<file path="config.mk">
export PLATFORM = sky130hd
export DESIGN_NAME = timing_cnt
export DESIGN_NICKNAME = d
export VERILOG_FILES = /design/src/rtl/timing_cnt.sv
export SDC_FILE = /design/constraint.sdc
export NUM_CORES = 1
export LEC_CHECK = 0
export CORE_ASPECT_RATIO = 1.4
export CORE_MARGIN = 2
export CORE_UTILIZATION = 39
export CTS_BUF_LIST = sky130_fd_sc_hd__clkbuf_4 sky130_fd_sc_hd__clkbuf_8
export DETAILED_ROUTE_END_ITERATION = 8
export GPL_ROUTABILITY_DRIVEN = 0
export PLACE_DENSITY = 0.79
export SKIP_LAST_GASP = 1
export SLEW_MARGIN = 20
export SYNTH_ARGS = -nofsm -noshare
export SYNTH_HDL_FRONTEND = slang
export SYNTH_SLANG_ARGS = --single-unit
</file>
<file path="constraint.sdc">
create_clock -name clk -period 3.99 [get_ports clk]
set_input_delay 0.399 -clock clk [delete_from_list [all_inputs] [get_ports clk]]
set_output_delay 0.399 -clock clk [all_outputs]
set_load 0.02 [all_outputs]
</file>
<file path="src/rtl/timing_cnt.sv">
// timing_cnt: up/down interval counter with start/stop FSM, four run modes,
// registered done pulse and cascade carry. Optional prescaler: TIMING_CNT_PRESCALE_EN.
module timing_cnt #(
  parameter int SIZE = 8
) (
  input  logic            clk,
  input  logic            nReset,
  input  logic            rst,
  input  logic            start,
  input  logic            stop,
  input  logic [1:0]      mode,
  input  logic            ud,
  input  logic            cnt_en,
  input  logic            rci,
  input  logic [SIZE-1:0] ld_val,
  input  logic [SIZE-1:0] term,
  input  logic [SIZE-1:0] resd,
`ifdef TIMING_CNT_PRESCALE_EN
  input  logic [7:0]      psc,
`endif
  output logic [SIZE-1:0] q,
  output logic            busy,
  output logic            done,
  output logic            rco
);

  typedef enum logic {
    S_IDLE = 1'b0,
    S_RUN  = 1'b1
  } state_e;

  localparam logic [1:0] M_ONESHOT = 2'b00;
  localparam logic [1:0] M_RELOAD  = 2'b01;
  localparam logic [1:0] M_WRAP    = 2'b10;
  localparam logic [1:0] M_SAT     = 2'b11;

  state_e          state_q, state_d;
  logic [SIZE-1:0] q_q, q_d;
  logic            done_q, done_d;
  logic [1:0]      mode_q, mode_d;
  logic            ud_q, ud_d;
  logic            sat_q, sat_d;

  logic            clr;
  logic            qual_en;
  logic            tick;
  logic            step;
  logic [SIZE:0]   nxt;

  assign clr     = ~nReset | rst;
  assign qual_en = (state_q == S_RUN) & cnt_en & rci;
  assign step    = qual_en & tick;

`ifdef TIMING_CNT_PRESCALE_EN
  logic [7:0] psc_q, psc_d;

  assign tick = (psc_q == psc);

  // Prescaler: divides qualified enables by psc+1
  always_comb begin
    psc_d = psc_q;
    if (clr | stop | start) begin
      psc_d = 8'd0;
    end else if (qual_en) begin
      psc_d = tick ? 8'd0 : psc_q + 8'd1;
    end
  end

  // Prescaler register
  always_ff @(posedge clk) begin
    psc_q <= psc_d;
  end
`else
  assign tick = 1'b1;
`endif

  // Step result with carry/borrow in the top bit
  always_comb begin
    if (ud_q) begin
      nxt = {1'b0, q_q} + {{SIZE{1'b0}}, 1'b1};
    end else begin
      nxt = {1'b0, q_q} - {{SIZE{1'b0}}, 1'b1};
    end
  end

  // Control FSM and counter next-state, priority clear > stop > start > step
  always_comb begin
    state_d = state_q;
    q_d     = q_q;
    done_d  = 1'b0;
    mode_d  = mode_q;
    ud_d    = ud_q;
    sat_d   = sat_q;
    if (clr) begin
      state_d = S_IDLE;
      q_d     = resd;
      mode_d  = M_ONESHOT;
      ud_d    = 1'b1;
      sat_d   = 1'b0;
    end else if (stop) begin
      state_d = S_IDLE;
    end else if (start) begin
      state_d = S_RUN;
      q_d     = ld_val;
      mode_d  = mode;
      ud_d    = ud;
      sat_d   = 1'b0;
    end else if (step) begin
      unique case (mode_q)
        M_ONESHOT: begin
          q_d = nxt[SIZE-1:0];
          if (nxt[SIZE-1:0] == term) begin
            done_d  = 1'b1;
            state_d = S_IDLE;
          end
        end
        M_RELOAD: begin
          if (nxt[SIZE-1:0] == term) begin
            q_d    = ld_val;
            done_d = 1'b1;
          end else begin
            q_d = nxt[SIZE-1:0];
          end
        end
        M_WRAP: begin
          q_d    = nxt[SIZE-1:0];
          done_d = nxt[SIZE];
        end
        M_SAT: begin
          if (nxt[SIZE]) begin
            done_d = ~sat_q;
            sat_d  = 1'b1;
          end else begin
            q_d = nxt[SIZE-1:0];
          end
        end
        default: begin
          q_d = q_q;
        end
      endcase
    end
  end

  // State and counter registers
  always_ff @(posedge clk) begin
    state_q <= state_d;
    q_q     <= q_d;
    done_q  <= done_d;
    mode_q  <= mode_d;
    ud_q    <= ud_d;
    sat_q   <= sat_d;
  end

  assign q    = q_q;
  assign busy = (state_q == S_RUN);
  assign done = done_q;
  assign rco  = step & (mode_q == M_WRAP) & nxt[SIZE];

endmodule

</file>
==> summary.md, run 1 <==
| Metric | Value |
|---|---|
| Post-synth net total | `192` |
| Maximum vdd drop | `0.190 mV` |
| Ys Warns | `0` |
| N_diodes | `0` |
| Final setup violation count | `0` |
| Avg WL per Cell | `13.9 um` |
| Async SR Flop Fraction | `0%` |
| Unrepaired setup endpoints after global routing | `no` |
| CTS root buf | `clkbuf_8` |
| Reg2Reg Depth | `7` |
| Slowest CP cell | `clkdlybuf4s50_1` |
| Top cells by area, synth | `edfxtp_1 18%, dfxtp_1 9.1%, ha_1 6.6%` |
| Pwr dens | `286 nW/um2` |
| Post-synthesis mux area share | `1.51%` |
| Share of cells above drive strength 1 | `8.33%` |
| Mean area per synthesized cell | `8.84 um2` |
| Htree depth | `1` |
| Yosys top cell area share | `18.1%` |
| First-pass GRT wire length | `5.28 mm` |
| Max Freq | `279 MHz` |
| ANT nets after route | `0` |
| Worst path buffer plus inverter count | `1` |
| Die area | `3890 um2` |
| CTS Sinks | `14` |
| Maxcap violations | `0` |
| Fin Clk Skew | `0.00118 ns` |
| Mapped Area | `1330 um2` |
| Worst EP arrival | `3.19 ns` |
| Critical Path Stages | `8` |
| Die Span X | `53.3 um` |
| Total grt overflow | `0` |
| Post-CTS setup buffer count | `0` |
| DP Wirelength | `2.56 mm` |
| DP Cell Count | `228` |
| Seq cells post-synth | `14` |
| Hold buffers post-CTS | `0` |
| Placeable Area | `3320 um2` |
| Final wirelength | `3.23 mm` |
| Hold Crit Class | `reg2reg` |
| CP Class | `reg2out` |
| Fin cells | `232` |
| Largest net degree at the start of global routing | `16` |
| Initial drt markers | `52` |
| Number of flops mapped to enable cells by yosys | `8` |
| Compound-Gate Fraction of Synth Area | `25.3%` |
| Hold path depth | `1` |
| Sequential area share after synthesis | `27.2%` |
| CTS clk-pin slew, worst paths | `0.06 ns` |
| Yosys top cell by area | `edfxtp_1` |
| Status | `completed` |
| Critical Path Max Stage Delay | `0.62 ns` |
| Cts repair resizes | `0` |
| Leakage | `0.771 nW` |
| Post-Synth Simple-Gate Area | `19.3%` |
| Setup WS pre-CTS | `0.645 ns` |
| Final hold violation count | `0` |
| Crit share post-route | `89.9%` |
| Num CTS Buffers | `3` |
| WP data required | `3.59 ns` |
| Post-layout min period | `3.59 ns` |
| Fill count | `333` |
| Setup TNS | `0 ns` |
| FF-to-FF setup slack | `0.64 ns` |
| Gr usage total | `18.1%` |
| Post-synth top cells | `17 x nor2_1, 15 x nand2_1, 12 x inv_1` |
| Crit start category | `register` |
| Pwr Total | `527 uW` |
| Port Buf Inserts | `44` |
| Nets | `235` |
| Number of top-level pins | `45` |
| DRC violation count after routing | `0` |
| Adder-Cell Fraction of Synth Area | `8.11%` |
| # rows | `25` |
| Vias per Instance | `5.48` |
| Top_reg_cell synth | `edfxtp_1` |
| Least-Margin Pin Slew | `0.599 ns` |
| Final worst slack | `0.404 ns` |
| Via Count | `1272` |
| Count of different cell masters after synthesis | `47` |
| CP delay by family, top | `compound AO/OA/AOI/OAI gates` |
| Initial Utilization | `40.0%` |
| Cell Chain, Critical Path | `fa_1, a211o_2, a21oi_1, o21ai_0, a21oi_1, o21ai_0, nor3_1, clkdlybuf4s50_1` |
| CTS max path bufs | `2` |
| Chip height | `73 um` |
| Worst hold margin | `0.485 ns` |
| Count leader, synth | `nor2_1` |
| Slew Limit Fails | `0` |
| Pre-antenna DRT Iters | `4` |
| Largest family of logic cells by synthesized area | `compound AO/OA/AOI/OAI gates` |
| CTS tree | `yes` |
| CP Capture Type | `primary output` |
| Post-Synthesis Cells | `150` |
| Worst rel slew slack | `59.9%` |
| Critical path peak fanout | `6` |
| Post-synthesis xor/xnor area fraction | `12.4%` |
| Clk_lat worst skew | `0.25 ns` |
| Number of global-route vias before repair | `1150` |
| Initial antenna violation count | `0` |
| Area growth syn-to-layout | `38.9%` |
==> power breakdown <==
group	switching, mW	internal (mW)	total (mW)	leakage, nW
logic	0.101	0.109	0.211	0.610
registers	0.00875	0.165	0.174	0.132
clock network	0.0549	0.0875	0.142	0.0288
==> per-stage QoR <==
stage / instance area (um2) / utilization [%]
2_1_floorplan: 1330 / -
3_3_place_gp: 1790 / 53.9
3_5_place_dp: 1790 / 53.9
4_1_cts: 1840 / 55.5
5_1_grt: 1840 / 55.5
6_report: 1840 / 55.5
==> path summary, 6_finish.rpt <==
check | startpoint | endpoint
worst max register to register | q[0]$_DFFE_PP_ | q[3]$_DFFE_PP_
worst min-delay path | sat_q$_SDFFE_PP0P_ | sat_q$_SDFFE_PP0P_
worst min register to register | sat_q$_SDFFE_PP0P_ | sat_q$_SDFFE_PP0P_
worst max-delay path | q[0]$_DFFE_PP_ | rco
==> cell usage in the layout (no fill, tap or decap), types with 4 or more instances in the layout <==
cell type	synthesis	final
dfxtp_1	6	6
a21oi_1	5	5
xor2_1	7	7
nand2_1	15	15
nor2_1	17	17
clkdlybuf4s50_1	0	44
inv_1	12	12
nor3_1	7	7
o21ai_0	6	6
edfxtp_1	8	8
clkbuf_8	1	4
ha_1	7	7
o221ai_1	7	7
xnor2_1	4	4
==> routing by layer <==
metal / vias up / wire length [um] / share of wire [%] / track usage (%)
met5: - / 0 / 0 / 0
met1: 599 / 1360 / 42 / 23.9
met2: 32 / 1690 / 52 / 30.0
met4: 0 / 58 / 1.8 / 5.98
met3: 7 / 123 / 3.8 / 2.05
li1: 634 / - / - / -
==> worst reg2reg max path, delay by kind of cell, from the launching register on <==
kind | cells | cell delay [ns]
flip-flops | 1 | 0.51
XOR/XNOR | 1 | 0.24
AND/OR/NAND/NOR | 1 | 0.57
AO/OA/AOI/OAI | 4 | 1.25
adder cells (fa/ha/maj) | 1 | 0.50
==> cell families after synthesis <==
family / count (synthesis)
multiplexers: 2
buffers and inverters: 19
AND/OR/NAND/NOR: 55
XOR/XNOR: 14
AO/OA/AOI/OAI: 38
flip-flops: 14
adder cells (fa/ha/maj): 8
==> flip-flops by register name, indices dropped and copies added (netlist names) <==
signal	cells
done	1
ud_q	1
q	8
busy	1
mode_q	2
sat_q	1
==> area by class of cell <==
class / count / area, um2 / share of cell area, %
Inverter: 12 / 45.0 / 2.45
Timing Repair Buffer: 45 / 448 / 24.3
Tap cell: 40 / 50.0 / 2.72
Sequential cell: 14 / 360 / 19.6
Multi-Input combinational cell: 117 / 883 / 48.0
Clock buffer: 4 / 55.1 / 2.99
Power figures use the tool's default switching activity.
==> run 2, diff against run 1 <==
- RECOVER_POWER: unset -> 50
- clock period: 3.99 -> 3.7 ns (I/O delays scaled with it)
==> run 2 against run 1 <==
Core utilization is 0.11 points lower. Setup slack got worse by 0.24 ns. Clock skew is 0.0060 ns higher. Flip-flop and latch count unchanged. Count of clock-buffer cells in the layout is the same. Combinational power increased by 7%. Sequential share of layout area about the same. Critical path type unchanged. Highest routed layer unchanged.
==> summary.md, run 2 (same netlist as run 1, synthesis figures left out) <==
| Metric | Value |
|---|---|
| Worst hold margin | `0.493 ns (was 0.485 ns)` |
| Commonest non-fill, non-tap cells in the layout | `33 x clkdlybuf4s50_1, 17 x nor2_1, 15 x nand2_1 (was 44 x clkdlybuf4s50_1, 17 x nor2_1, 15 x nand2_1)` |
| Cts repair resizes | `0 (unchanged)` |
| Max Freq | `283 MHz` |
| Crit start category | `register (unchanged)` |
| Setup TNS | `0 ns (unchanged)` |
| Gr usage total | `17.9% (was 18.1%)` |
| Critical Path Max Stage Delay | `0.63 ns (was 0.62 ns)` |
| Commonest non-fill, non-tap cell in the layout | `clkdlybuf4s50_1 (unchanged)` |
| Met3 wire length | `141 um (was 123 um)` |
| Hold Crit Class | `reg2reg (unchanged)` |
| N_diodes | `0 (unchanged)` |
| Initial Utilization | `40.0% (unchanged)` |
| Largest net degree at the start of global routing | `16 (unchanged)` |
| CTS tree | `yes (unchanged)` |
| Via Count | `1260 (was 1272)` |
| Post-layout min period | `3.54 ns` |
| Die area | `3890 um2 (unchanged)` |
| Post-CTS setup buffer count | `0 (unchanged)` |
| CP delay by family, top | `compound AO/OA/AOI/OAI gates (unchanged)` |
| Pre-antenna DRT Iters | `4 (unchanged)` |
| Worst EP arrival | `3.17 ns (was 3.19 ns)` |
| Slew Limit Fails | `0 (unchanged)` |
| Area growth syn-to-layout | `38.6% (was 38.9%)` |
| Clk_lat worst skew | `0.25 ns (about the same)` |
| Pwr Total | `566 uW (was 527 uW)` |
| ANT nets after route | `0 (unchanged)` |
| Total grt overflow | `0 (unchanged)` |
| Seq pwr share | `33.0% (about the same)` |
| Number of top-level pins | `45 (unchanged)` |
| Share of cells above drive strength 1 | `7.81% (was 8.33%)` |
| Die Span X | `53.3 um (unchanged)` |
| Share of power burned in combinational logic | `39.8% (was 40.0%)` |
| Switching share of power | `31.7% (was 31.3%)` |
| Initial drt markers | `37 (was 52)` |
| Pwr dens | `308 nW/um2 (was 286 nW/um2)` |
| Number of global-route vias before repair | `1126 (was 1150)` |
| First-pass GRT wire length | `5.24 mm (was 5.28 mm)` |
| Maxcap violations | `0 (unchanged)` |
| Vias per Instance | `5.43 (was 5.48)` |
| Leakage | `0.780 nW (was 0.771 nW)` |
| Maximum vdd drop | `0.265 mV (was 0.190 mV)` |
| Critical path peak fanout | `6 (unchanged)` |
| Max reg flops | `8 (unchanged)` |
| Final hold violation count | `0 (unchanged)` |
| Cell Chain, Critical Path | `fa_1, a211o_2, a21oi_1, o21ai_0, a21oi_1, o21ai_0, nor3_1, clkdlybuf4s50_1 (unchanged)` |
| CTS clk-pin slew, worst paths | `0.07 ns (was 0.06 ns)` |
| Initial antenna violation count | `0 (unchanged)` |
| DP Wirelength | `2.57 mm (was 2.56 mm)` |
| Worst path buffer plus inverter count | `1 (unchanged)` |
| WP data required | `3.33 ns (was 3.59 ns)` |
| # rows | `25 (unchanged)` |
| Port Buf Inserts | `44 (unchanged)` |
| Final wirelength | `3.29 mm (was 3.23 mm)` |
| Metal-1 WL | `1.41 mm (was 1.36 mm)` |
| Chip height | `73 um (unchanged)` |
| Unrepaired setup endpoints after global routing | `no (unchanged)` |
| CP Capture Type | `primary output (unchanged)` |
| Nets | `235 (unchanged)` |
| Avg WL per Cell | `14.2 um (was 13.9 um)` |
| Htree depth | `1 (unchanged)` |
| DRC violation count after routing | `0 (unchanged)` |
| Hold buffers post-CTS | `0 (unchanged)` |
| CTS max path bufs | `2 (unchanged)` |
| Status | `completed (unchanged)` |
| Worst rel slew slack | `60.1% (was 59.9%)` |
| Slowest CP cell | `clkdlybuf4s50_1 (unchanged)` |
| Switching Power | `180 uW (was 165 uW)` |
| Clk pwr share | `27.1% (was 27.0%)` |
| Internal power | `386 uW (was 362 uW)` |
| Met2 wire length | `1.70 mm (was 1.69 mm)` |
| Highest routed layer | `met4 (unchanged)` |
| CTS root buf | `clkbuf_8 (unchanged)` |
| Final setup violation count | `0 (unchanged)` |
| CTS Sinks | `14 (unchanged)` |
| Crit share post-route | `95.6%` |
| CP Class | `reg2out (unchanged)` |
| Fin Clk Skew | `0.00719 ns (was 0.00118 ns)` |
| Placeable Area | `3320 um2 (unchanged)` |
| Least-Margin Pin Slew | `0.596 ns (was 0.599 ns)` |
| Num CTS Buffers | `3 (unchanged)` |
-- run 2: changes by cell type in the layout (fill, tap and decap cells not counted), sizes merged --
cell,before,now
buf,1,0
clkbuf,4,5
clkdlybuf4s50,44,33
dlygate4sd3,0,11
-- run 2: final cells by class --
class | instances | area, um2
sequential | 14 | 360
fill | 336 | 1480
inverter | 12 | 45.0
clock buffer | 4 | 55.1
tap | 40 | 50.0
multi-input combinational | 117 | 883
timing repair buffer | 45 | 444
-- run 2: worst paths after layout --
kind | startpoint | to | slack (ns) | cells past startpoint
worst min register to register | sat_q$_SDFFE_PP0P_ | sat_q$_SDFFE_PP0P_ | 0.49 | 1
worst max register to register | q[0]$_DFFE_PP_ | q[6]$_DFFE_PP_ | 0.36 | 7
worst min-delay path | sat_q$_SDFFE_PP0P_ | sat_q$_SDFFE_PP0P_ | 0.49 | 1
worst max-delay path | q[0]$_DFFE_PP_ | rco | 0.16 | 8
-- run 2: per-layer routing --
metal	GRT usage, %	vias up
li1	-	637
met1	23.6	582
met2	30.2	39
met3	2.25	2
met4	5.13	0
met5	0	-
-- run 2: power groups by stage --
stage / Combinational, mW / Clock [mW] / Sequential (mW)
CTS: 0.229 / 0.153 / 0.188
floorplan: 0.135 / 0 / 0.202
detailed placement: 0.226 / 0 / 0.191
global placement: 0.224 / 0 / 0.191
finish: 0.225 / 0.154 / 0.187
global route: 0.244 / 0.158 / 0.189
-- run 2: worst reg2reg max path, cell delays in order (launching register included) --
cell,delay [ns]
edfxtp_1,0.50
fa_1,0.50
a211o_2,0.38
o21ai_2,0.09
xnor3_1,0.24
or4_4,0.58
o41ai_4,0.59
o221ai_1,0.19
-- run 2: through the flow --
| step | instances | setup slack [ns] | util [%] | area, um2 |
|---|---|---|---|---|
| 6_report | 232 | 0.164 | 55.4 | 1840 |
| 4_1_cts | 232 | 0.168 | 55.5 | 1840 |
| 5_1_grt | 232 | 0.00807 | 55.4 | 1840 |
| 2_1_floorplan | 150 | 0.564 | - | 1330 |
| 3_5_place_dp | 228 | 0.379 | 53.9 | 1790 |
| 3_3_place_gp | 228 | 0.454 | 53.9 | 1790 |
